--- config.mk ---
export PLATFORM = sky130hd
export DESIGN_NAME = histo_equalizer_flat
export DESIGN_NICKNAME = d
export VERILOG_FILES = /design/src/rtl/histo_equalizer_if.sv /design/src/rtl/histo_equalizer.sv /design/src/flat_wrapper.sv
export SDC_FILE = /design/constraint.sdc
export NUM_CORES = 2
export LEC_CHECK = 0
export CAP_MARGIN = 20
export CORE_AREA = 2 2 471 660
export DETAILED_ROUTE_END_ITERATION = 8
export DIE_AREA = 0 0 473 662
export GPL_ROUTABILITY_DRIVEN = 0
export GPL_TIMING_DRIVEN = 0
export PLACE_DENSITY_LB_ADDON = 0.08
export SLEW_MARGIN = 20
export SYNTH_ARGS = -nofsm -noshare
export SYNTH_HDL_FRONTEND = slang
export SYNTH_SLANG_ARGS = --single-unit
--- constraint.sdc ---
create_clock -name iPclk -period 12.6 [get_ports iPclk]
set_input_delay 2.52 -clock iPclk [delete_from_list [all_inputs] [get_ports iPclk]]
set_output_delay 2.52 -clock iPclk [all_outputs]
set_load 0.02 [all_outputs]
--- src/rtl/histo_equalizer_if.sv ---
// Pixel stream and CDF RAM read port of the histogram equaliser.
interface histo_equalizer_if #(
  parameter int CDF_W = 20
);
  logic             iFval;
  logic             iDval;
  logic [7:0]       iGrey;
  logic             iCdf_Start;
  logic [7:0]       oCdf_Addr;
  logic [CDF_W-1:0] iCdf_Q;
  logic [7:0]       oGrey_Eq;
  logic             oDval;
  logic             oLut_Ready;
  logic [1:0]       oState;

  // Video source, CDF RAM and display side
  modport master (
    output iFval, iDval, iGrey, iCdf_Start, iCdf_Q,
    input  oCdf_Addr, oGrey_Eq, oDval, oLut_Ready, oState
  );

  // Equaliser side
  modport slave (
    input  iFval, iDval, iGrey, iCdf_Start, iCdf_Q,
    output oCdf_Addr, oGrey_Eq, oDval, oLut_Ready, oState
  );
endinterface

--- src/rtl/histo_equalizer.sv ---
// Histogram equaliser: builds a normalised 8-bit LUT from the frame CDF during
// vertical blanking and remaps the grey stream through the previous frame's LUT.
//
//  state | meaning
//  IDLE  | waiting for a CDF-ready pulse while the frame is blanked
//  SCAN  | reading all 256 bins to find cdf_min (first nonzero) and total (bin 255)
//  BUILD | per entry: read bin, scale by 255, divide by total-cdf_min, write shadow LUT
//  SWAP  | shadow bank becomes active, LUT marked ready
module histo_equalizer #(
  parameter int CDF_W  = 20,
  parameter int RD_LAT = 1
) (
  input logic              iPclk,
  input logic              iRst_n,
  histo_equalizer_if.slave bus
);
  typedef enum logic [1:0] {IDLE = 2'd0, SCAN = 2'd1, BUILD = 2'd2, SWAP = 2'd3} state_t;
  typedef enum logic [1:0] {PH_WAIT = 2'd0, PH_DIV = 2'd1, PH_WR = 2'd2} phase_t;

  localparam int NUM_W = CDF_W + 8;

  state_t            state;
  phase_t            phase;
  logic [7:0]        cdf_addr;
  logic              issue_vld;
  logic [RD_LAT-1:0] rd_pipe;
  logic [7:0]        data_idx;
  logic [CDF_W-1:0]  cdf_min;
  logic [CDF_W-1:0]  total;
  logic              min_found;
  logic [CDF_W-1:0]  rem;
  logic [7:0]        num_lo;
  logic [7:0]        quot;
  logic [2:0]        iter;
  logic              fval_q;
  logic              active_sel;
  logic              lut_ready;

  logic [7:0]        grey_d1;
  logic              dval_d1;
  logic [7:0]        grey_eq;
  logic              dval_eq;

  logic [7:0]        lut_mem [0:1][0:255];

  logic              rd_hit;
  logic              fval_rise;
  logic              shadow_sel;
  logic [CDF_W-1:0]  den;
  logic [CDF_W-1:0]  cdf_diff;
  logic [NUM_W-1:0]  num;
  logic [CDF_W:0]    trial;
  logic              trial_ge;

  // Read-data alignment, abort detect and divider datapath
  always_comb begin
    rd_hit     = rd_pipe[RD_LAT-1];
    fval_rise  = bus.iFval & ~fval_q;
    shadow_sel = ~active_sel;
    den        = total - cdf_min;
    cdf_diff   = (bus.iCdf_Q >= cdf_min) ? (bus.iCdf_Q - cdf_min) : '0;
    // x*255 as x*256 - x
    num        = {cdf_diff, 8'd0} - {8'd0, cdf_diff};
    trial      = {rem, num_lo[7]};
    trial_ge   = (trial >= {1'b0, den});
  end

  // Sequencer: scan, build, swap and abort on frame start
  always_ff @(posedge iPclk or negedge iRst_n) begin
    if (!iRst_n) begin
      state      <= IDLE;
      phase      <= PH_WAIT;
      cdf_addr   <= '0;
      issue_vld  <= 1'b0;
      rd_pipe    <= '0;
      data_idx   <= '0;
      cdf_min    <= '0;
      total      <= '0;
      min_found  <= 1'b0;
      rem        <= '0;
      num_lo     <= '0;
      quot       <= '0;
      iter       <= '0;
      fval_q     <= 1'b0;
      active_sel <= 1'b0;
      lut_ready  <= 1'b0;
    end else begin
      fval_q <= bus.iFval;
      if (state == IDLE) rd_pipe <= '0;
      else               rd_pipe <= (RD_LAT)'({rd_pipe, issue_vld});

      case (state)
        IDLE: begin
          issue_vld <= 1'b0;
          if (bus.iCdf_Start && !bus.iFval) begin
            state     <= SCAN;
            cdf_addr  <= '0;
            issue_vld <= 1'b1;
            data_idx  <= '0;
            cdf_min   <= '0;
            total     <= '0;
            min_found <= 1'b0;
          end
        end
        SCAN: begin
          if (issue_vld) begin
            if (cdf_addr == 8'd255) issue_vld <= 1'b0;
            else                    cdf_addr  <= cdf_addr + 8'd1;
          end
          if (rd_hit) begin
            data_idx <= data_idx + 8'd1;
            if (!min_found && bus.iCdf_Q != '0) begin
              cdf_min   <= bus.iCdf_Q;
              min_found <= 1'b1;
            end
            if (data_idx == 8'd255) begin
              total     <= bus.iCdf_Q;
              state     <= BUILD;
              phase     <= PH_WAIT;
              cdf_addr  <= '0;
              issue_vld <= 1'b1;
            end
          end
        end
        BUILD: begin
          issue_vld <= 1'b0;
          case (phase)
            PH_WAIT: begin
              if (rd_hit) begin
                if (den == '0) begin
                  quot  <= cdf_addr;
                  phase <= PH_WR;
                end else if (num[NUM_W-1:8] >= den) begin
                  // quotient would need a ninth bit
                  quot  <= 8'hFF;
                  phase <= PH_WR;
                end else begin
                  rem    <= num[NUM_W-1:8];
                  num_lo <= num[7:0];
                  iter   <= '0;
                  phase  <= PH_DIV;
                end
              end
            end
            PH_DIV: begin
              if (trial_ge) rem <= trial[CDF_W-1:0] - den;
              else          rem <= trial[CDF_W-1:0];
              quot   <= {quot[6:0], trial_ge};
              num_lo <= {num_lo[6:0], 1'b0};
              iter   <= iter + 3'd1;
              if (iter == 3'd7) phase <= PH_WR;
            end
            PH_WR: begin
              if (cdf_addr == 8'd255) begin
                state <= SWAP;
              end else begin
                cdf_addr  <= cdf_addr + 8'd1;
                issue_vld <= 1'b1;
                phase     <= PH_WAIT;
              end
            end
            default: phase <= PH_WAIT;
          endcase
        end
        SWAP: begin
          active_sel <= ~active_sel;
          lut_ready  <= 1'b1;
          state      <= IDLE;
        end
        default: state <= IDLE;
      endcase

      if ((state == SCAN || state == BUILD) && fval_rise) begin
        state     <= IDLE;
        issue_vld <= 1'b0;
      end
    end
  end

  // Finished LUT entries go to the shadow bank only
  always_ff @(posedge iPclk) begin
    if (state == BUILD && phase == PH_WR) lut_mem[shadow_sel][cdf_addr] <= quot;
  end

  // Two-stage pixel remap through the active bank, identity until a LUT exists
  always_ff @(posedge iPclk or negedge iRst_n) begin
    if (!iRst_n) begin
      grey_d1 <= '0;
      dval_d1 <= 1'b0;
      grey_eq <= '0;
      dval_eq <= 1'b0;
    end else begin
      grey_d1 <= bus.iGrey;
      dval_d1 <= bus.iDval;
      dval_eq <= dval_d1;
      if (dval_d1) grey_eq <= lut_ready ? lut_mem[active_sel][grey_d1] : grey_d1;
    end
  end

  assign bus.oCdf_Addr  = cdf_addr;
  assign bus.oGrey_Eq   = grey_eq;
  assign bus.oDval      = dval_eq;
  assign bus.oLut_Ready = lut_ready;
  assign bus.oState     = state;
endmodule
--- src/flat_wrapper.sv ---
// flat-port wrapper written by rule: the top's interface ports become plain ports
module histo_equalizer_flat 
#(
  parameter int CDF_W  = 20,
  parameter int RD_LAT = 1
)
  (iPclk, iRst_n, bus_iFval, bus_iDval, bus_iGrey, bus_iCdf_Start, bus_iCdf_Q, bus_oCdf_Addr, bus_oGrey_Eq, bus_oDval, bus_oLut_Ready, bus_oState);
  histo_equalizer_if #(.CDF_W(CDF_W)) bus_i ();
  input logic iPclk;
  input logic iRst_n;
  input wire logic [$bits(bus_i.iFval)-1:0] bus_iFval;
  input wire logic [$bits(bus_i.iDval)-1:0] bus_iDval;
  input wire logic [$bits(bus_i.iGrey)-1:0] bus_iGrey;
  input wire logic [$bits(bus_i.iCdf_Start)-1:0] bus_iCdf_Start;
  input wire logic [$bits(bus_i.iCdf_Q)-1:0] bus_iCdf_Q;
  output wire logic [$bits(bus_i.oCdf_Addr)-1:0] bus_oCdf_Addr;
  output wire logic [$bits(bus_i.oGrey_Eq)-1:0] bus_oGrey_Eq;
  output wire logic [$bits(bus_i.oDval)-1:0] bus_oDval;
  output wire logic [$bits(bus_i.oLut_Ready)-1:0] bus_oLut_Ready;
  output wire logic [$bits(bus_i.oState)-1:0] bus_oState;
  assign bus_i.iFval = bus_iFval;
  assign bus_i.iDval = bus_iDval;
  assign bus_i.iGrey = bus_iGrey;
  assign bus_i.iCdf_Start = bus_iCdf_Start;
  assign bus_i.iCdf_Q = bus_iCdf_Q;
  assign bus_oCdf_Addr = bus_i.oCdf_Addr;
  assign bus_oGrey_Eq = bus_i.oGrey_Eq;
  assign bus_oDval = bus_i.oDval;
  assign bus_oLut_Ready = bus_i.oLut_Ready;
  assign bus_oState = bus_i.oState;
  histo_equalizer #(.CDF_W(CDF_W), .RD_LAT(RD_LAT)) u_core (.iPclk(iPclk), .iRst_n(iRst_n), .bus(bus_i));
endmodule
==> impl_metrics.py <==
metrics = {
    "outcome": {
        "status": "finished, final reports clean",
    },
    "sta": {
        "min_period_ns": 10.64,
        "rsz0062_at_grt": "no",
        "fin_ws_ns": 1.96,
        "maxSlewHeadroom_pct": 15.3,
        "fmax_mhz": 93.9,
        "whs_ns": 0.491,
        "setup_violations": 0,
        "hold_viol": 0,
        "slew_violations": 0,
        "fin_skew_ns": 0.0583,
        "worstMarginPinSlew_ns": 1.26,
        "final_min_period_over_clock_period_pct": 84.5,
    },
    "cts": {
        "clk_latency_ns": 0.97,
        "clk_pin_slew_ns": 0.06,
        "numCtsBuffers": 392,
        "cts_num_sinks": 4219,
        "post_cts_buffers": 0,
        "hold_buffers": 0,
        "post_cts_resized": 0,
        "cts_htree_levels": 5,
        "ctsLongestPathBuffers": 4,
        "cts_tree": "done",
        "clockRootBuffer": "clkbuf_16",
    },
    "floorplan": {
        "row_count": 241,
        "die_x_um": 473,
        "dieArea_um2": 313000,
        "start_util_pct": 54.8,
        "core_area_um2": 307000,
        "num_io_pins": 53,
        "die_y_um": 662,
    },
    "layout": {
        "postLayoutCellArea_um2": 191000,
        "layout-drive-gt1-share_pct": 28.1,
        "fillers": 21060,
        "area_growth_pct": 13.3,
        "mostFrequentLayoutCells": "4096 x edfxtp_1, 1360 x mux4_2, 597 x nor2_1",
        "final_common_cell": "edfxtp_1",
        "num-nets-final": 8494,
        "final_core_util_pct": 62.1,
    },
    "critical_path": {
        "max_stage_delay_ns": 0.51,
        "end_kind": "flop",
        "r2r_cells": 31,
        "rr_startpoint": "u_core.cdf_min[0]",
        "r2r_slack_ns": 3.73,
        "crit_type": "in -> reg",
        "r2r_end": "u_core.rem[7]",
        "start_kind": "input port",
        "critPathSlowestCell": "clkdlybuf4s50_1",
        "crit_required_ns": 13.37,
        "cp.arrival_ns": 11.42,
        "cp_max_fo": 10,
        "cpMostUsedCell": "nand2_1",
    },
    "yosys": {
        "avgSynthCellArea_um2": 21.7,
        "syn_area_um2": 168000,
        "synth_ff_type": "edfxtp_1",
        "synth_warnings": 0,
        "yosys.area.top_type_share_pct": 73.1,
        "ys_top_cells_by_area": "edfxtp_1 73%, mux4_2 18%, dfrtp_1 1.8%, nor2_1 1.3%, ha_1 0.76%",
        "synth.distinct_cells": 78,
        "netlist_instances": 7749,
        "async_flop_share_pct": 2.92,
        "seq_area_frac_synth_pct": 74.9,
        "ys_ff_latch": 4219,
        "synthesis.nets": 7887,
        "yosysTopAreaCell": "edfxtp_1",
        "synth-edff-count": 4096,
    },
    "min_path": {
        "min_path_cells": 2,
        "hold_path.class": "reg -> reg",
        "whs_endpoint": "u_core.num_lo[0]",
        "min_from": "u_core.num_lo[0]",
    },
    "drt": {
        "via_per_inst": 6.98,
        "drt_pre_antenna_iters": 6,
        "highest-signal-layer": "met5",
        "routed-via-count": 88722,
        "wl_met1_um": 183000,
        "wl_met3_um": 63100,
        "wl_per_cell_um": 44.6,
        "drt_wl_total_um": 567000,
        "drcViolationCount": 0,
        "antenna_left": 0,
        "first_iter_violations": 14072,
        "dr_wl_met2_um": 271000,
    },
    "grt": {
        "grt_pass1_wl_um": 753000,
        "grt_max_degree": 83,
        "track_usage_pct": 36.4,
        "grt_remaining_overflow": 0,
        "grt_pass1_vias": 86897,
        "antenna_found_initial": 55,
    },
    "place": {
        "dpl-instance-area_um2": 178000,
        "place.port_buffers": 52,
        "dp_slack_ns": 1.28,
        "dp_hpwl_um": 412000,
    },
    "pwr": {
        "power.density_nw_per_um2": 233,
        "power.leakage_nw": 60.3,
        "p_total_mw": 44.5,
        "vdd_drop_max_uv": 354,
    },
    "run": {
        "maxCapViolations": 0,
    },
}
## cell families after synthesis
family / share of synthesized area [%]
simple gates: 2.64
xor+xnor: 0.393
compound gates: 1.54
mux: 18.4
flops: 74.9
fa+ha+maj: 0.794
buf+inv: 1.25
## cells in the mapped netlist, types with 24 or more instances
cell	n
edfxtp_1	4096
mux4_2	1360
nor2_1	605
clkbuf_1	290
nand2_1	206
dfrtp_1	123
o21ai_0	120
buf_2	105
ha_1	102
a21oi_1	86
inv_1	69
xnor2_1	45
buf_1	42
nand3_1	36
nand2b_1	33
a21o_1	32
mux2i_1	29
nor3_1	28
xor2_1	28
nand4_1	24
## how the worst max path moves through the flow
| stage | from | end | slack (ns) | cells past startpoint |
|---|---|---|---|---|
| global placement | u_core.quot[1] | u_core.lut_mem[0][2025] | -2.46 | 0 |
| finish | bus_iCdf_Q[0] | u_core.rem[7] | 1.96 | 33 |
| detailed placement | bus_iCdf_Q[0] | u_core.rem[5] | 1.28 | 33 |
| floorplan | bus_iCdf_Q[0] | u_core.quot[1] | 3.90 | 31 |
| CTS | bus_iCdf_Q[0] | u_core.rem[5] | 2.22 | 33 |
| global route | bus_iCdf_Q[0] | u_core.iter[1] | 1.36 | 33 |
## state kept, by name (all words and copies together), names as in the netlist
register	cells
u_core.bus.oGrey_Eq	8
u_core.bus.oDval	1
u_core.phase	2
u_core.fval_q	1
u_core.data_idx	8
u_core.min_found	1
u_core.grey_d1	8
u_core.bus.oState	2
u_core.rd_hit	1
u_core.num_lo	8
u_core.cdf_min	20
u_core.dval_d1	1
u_core.quot	8
u_core.bus.oLut_Ready	1
u_core.bus.oCdf_Addr	8
u_core.lut_mem	4096
u_core.iter	3
u_core.active_sel	1
u_core.rem	20
u_core.issue_vld	1
u_core.total	20
## through the flow
stage	setup TNS [ns]	std cells
after global placement	-7319.78	11810
after CTS	0	12682
after floorplan	0	7749
final	0	12719
after global routing	0	12685
after detailed placement	0	11971
## layer usage
metal | global-route usage (%) | up-vias
li1 | - | 33718
met1 | 43.6 | 47359
met2 | 57.5 | 6127
met3 | 9.52 | 1480
met4 | 26.3 | 38
met5 | 0 | -
## cell type report
cell class	count	area (um2)	share of cell area, %
Buffer	446	2080	1.09
Clock buffer	494	10500	5.49
Clock inverter	217	1980	1.04
Antenna cell	37	92.6	0.0486
Tap cell	4009	5020	2.63
Sequential cell	4219	126000	66.2
Inverter	69	259	0.136
Timing Repair Buffer	213	4420	2.32
Multi-Input combinational cell	3015	40200	21.1
## where the power goes
| group | internal [mW] | switching (mW) |
|---|---|---|
| sequential | 17.5 | 0.306 |
| clock | 6.57 | 5.26 |
| combinational | 5.31 | 9.50 |
| total | 29.4 | 15.1 |
## worst max-delay path: cells and delay by family
kind                     cells  cell delay (ns)
XOR/XNOR                     1             0.36
AND/OR/NAND/NOR              8             1.88
adder cells (fa/ha/maj)      4             1.40
AO/OA/AOI/OAI               13             3.31
buffers and inverters        7             1.93
Note: power is estimated with default switching activity, not from simulation.
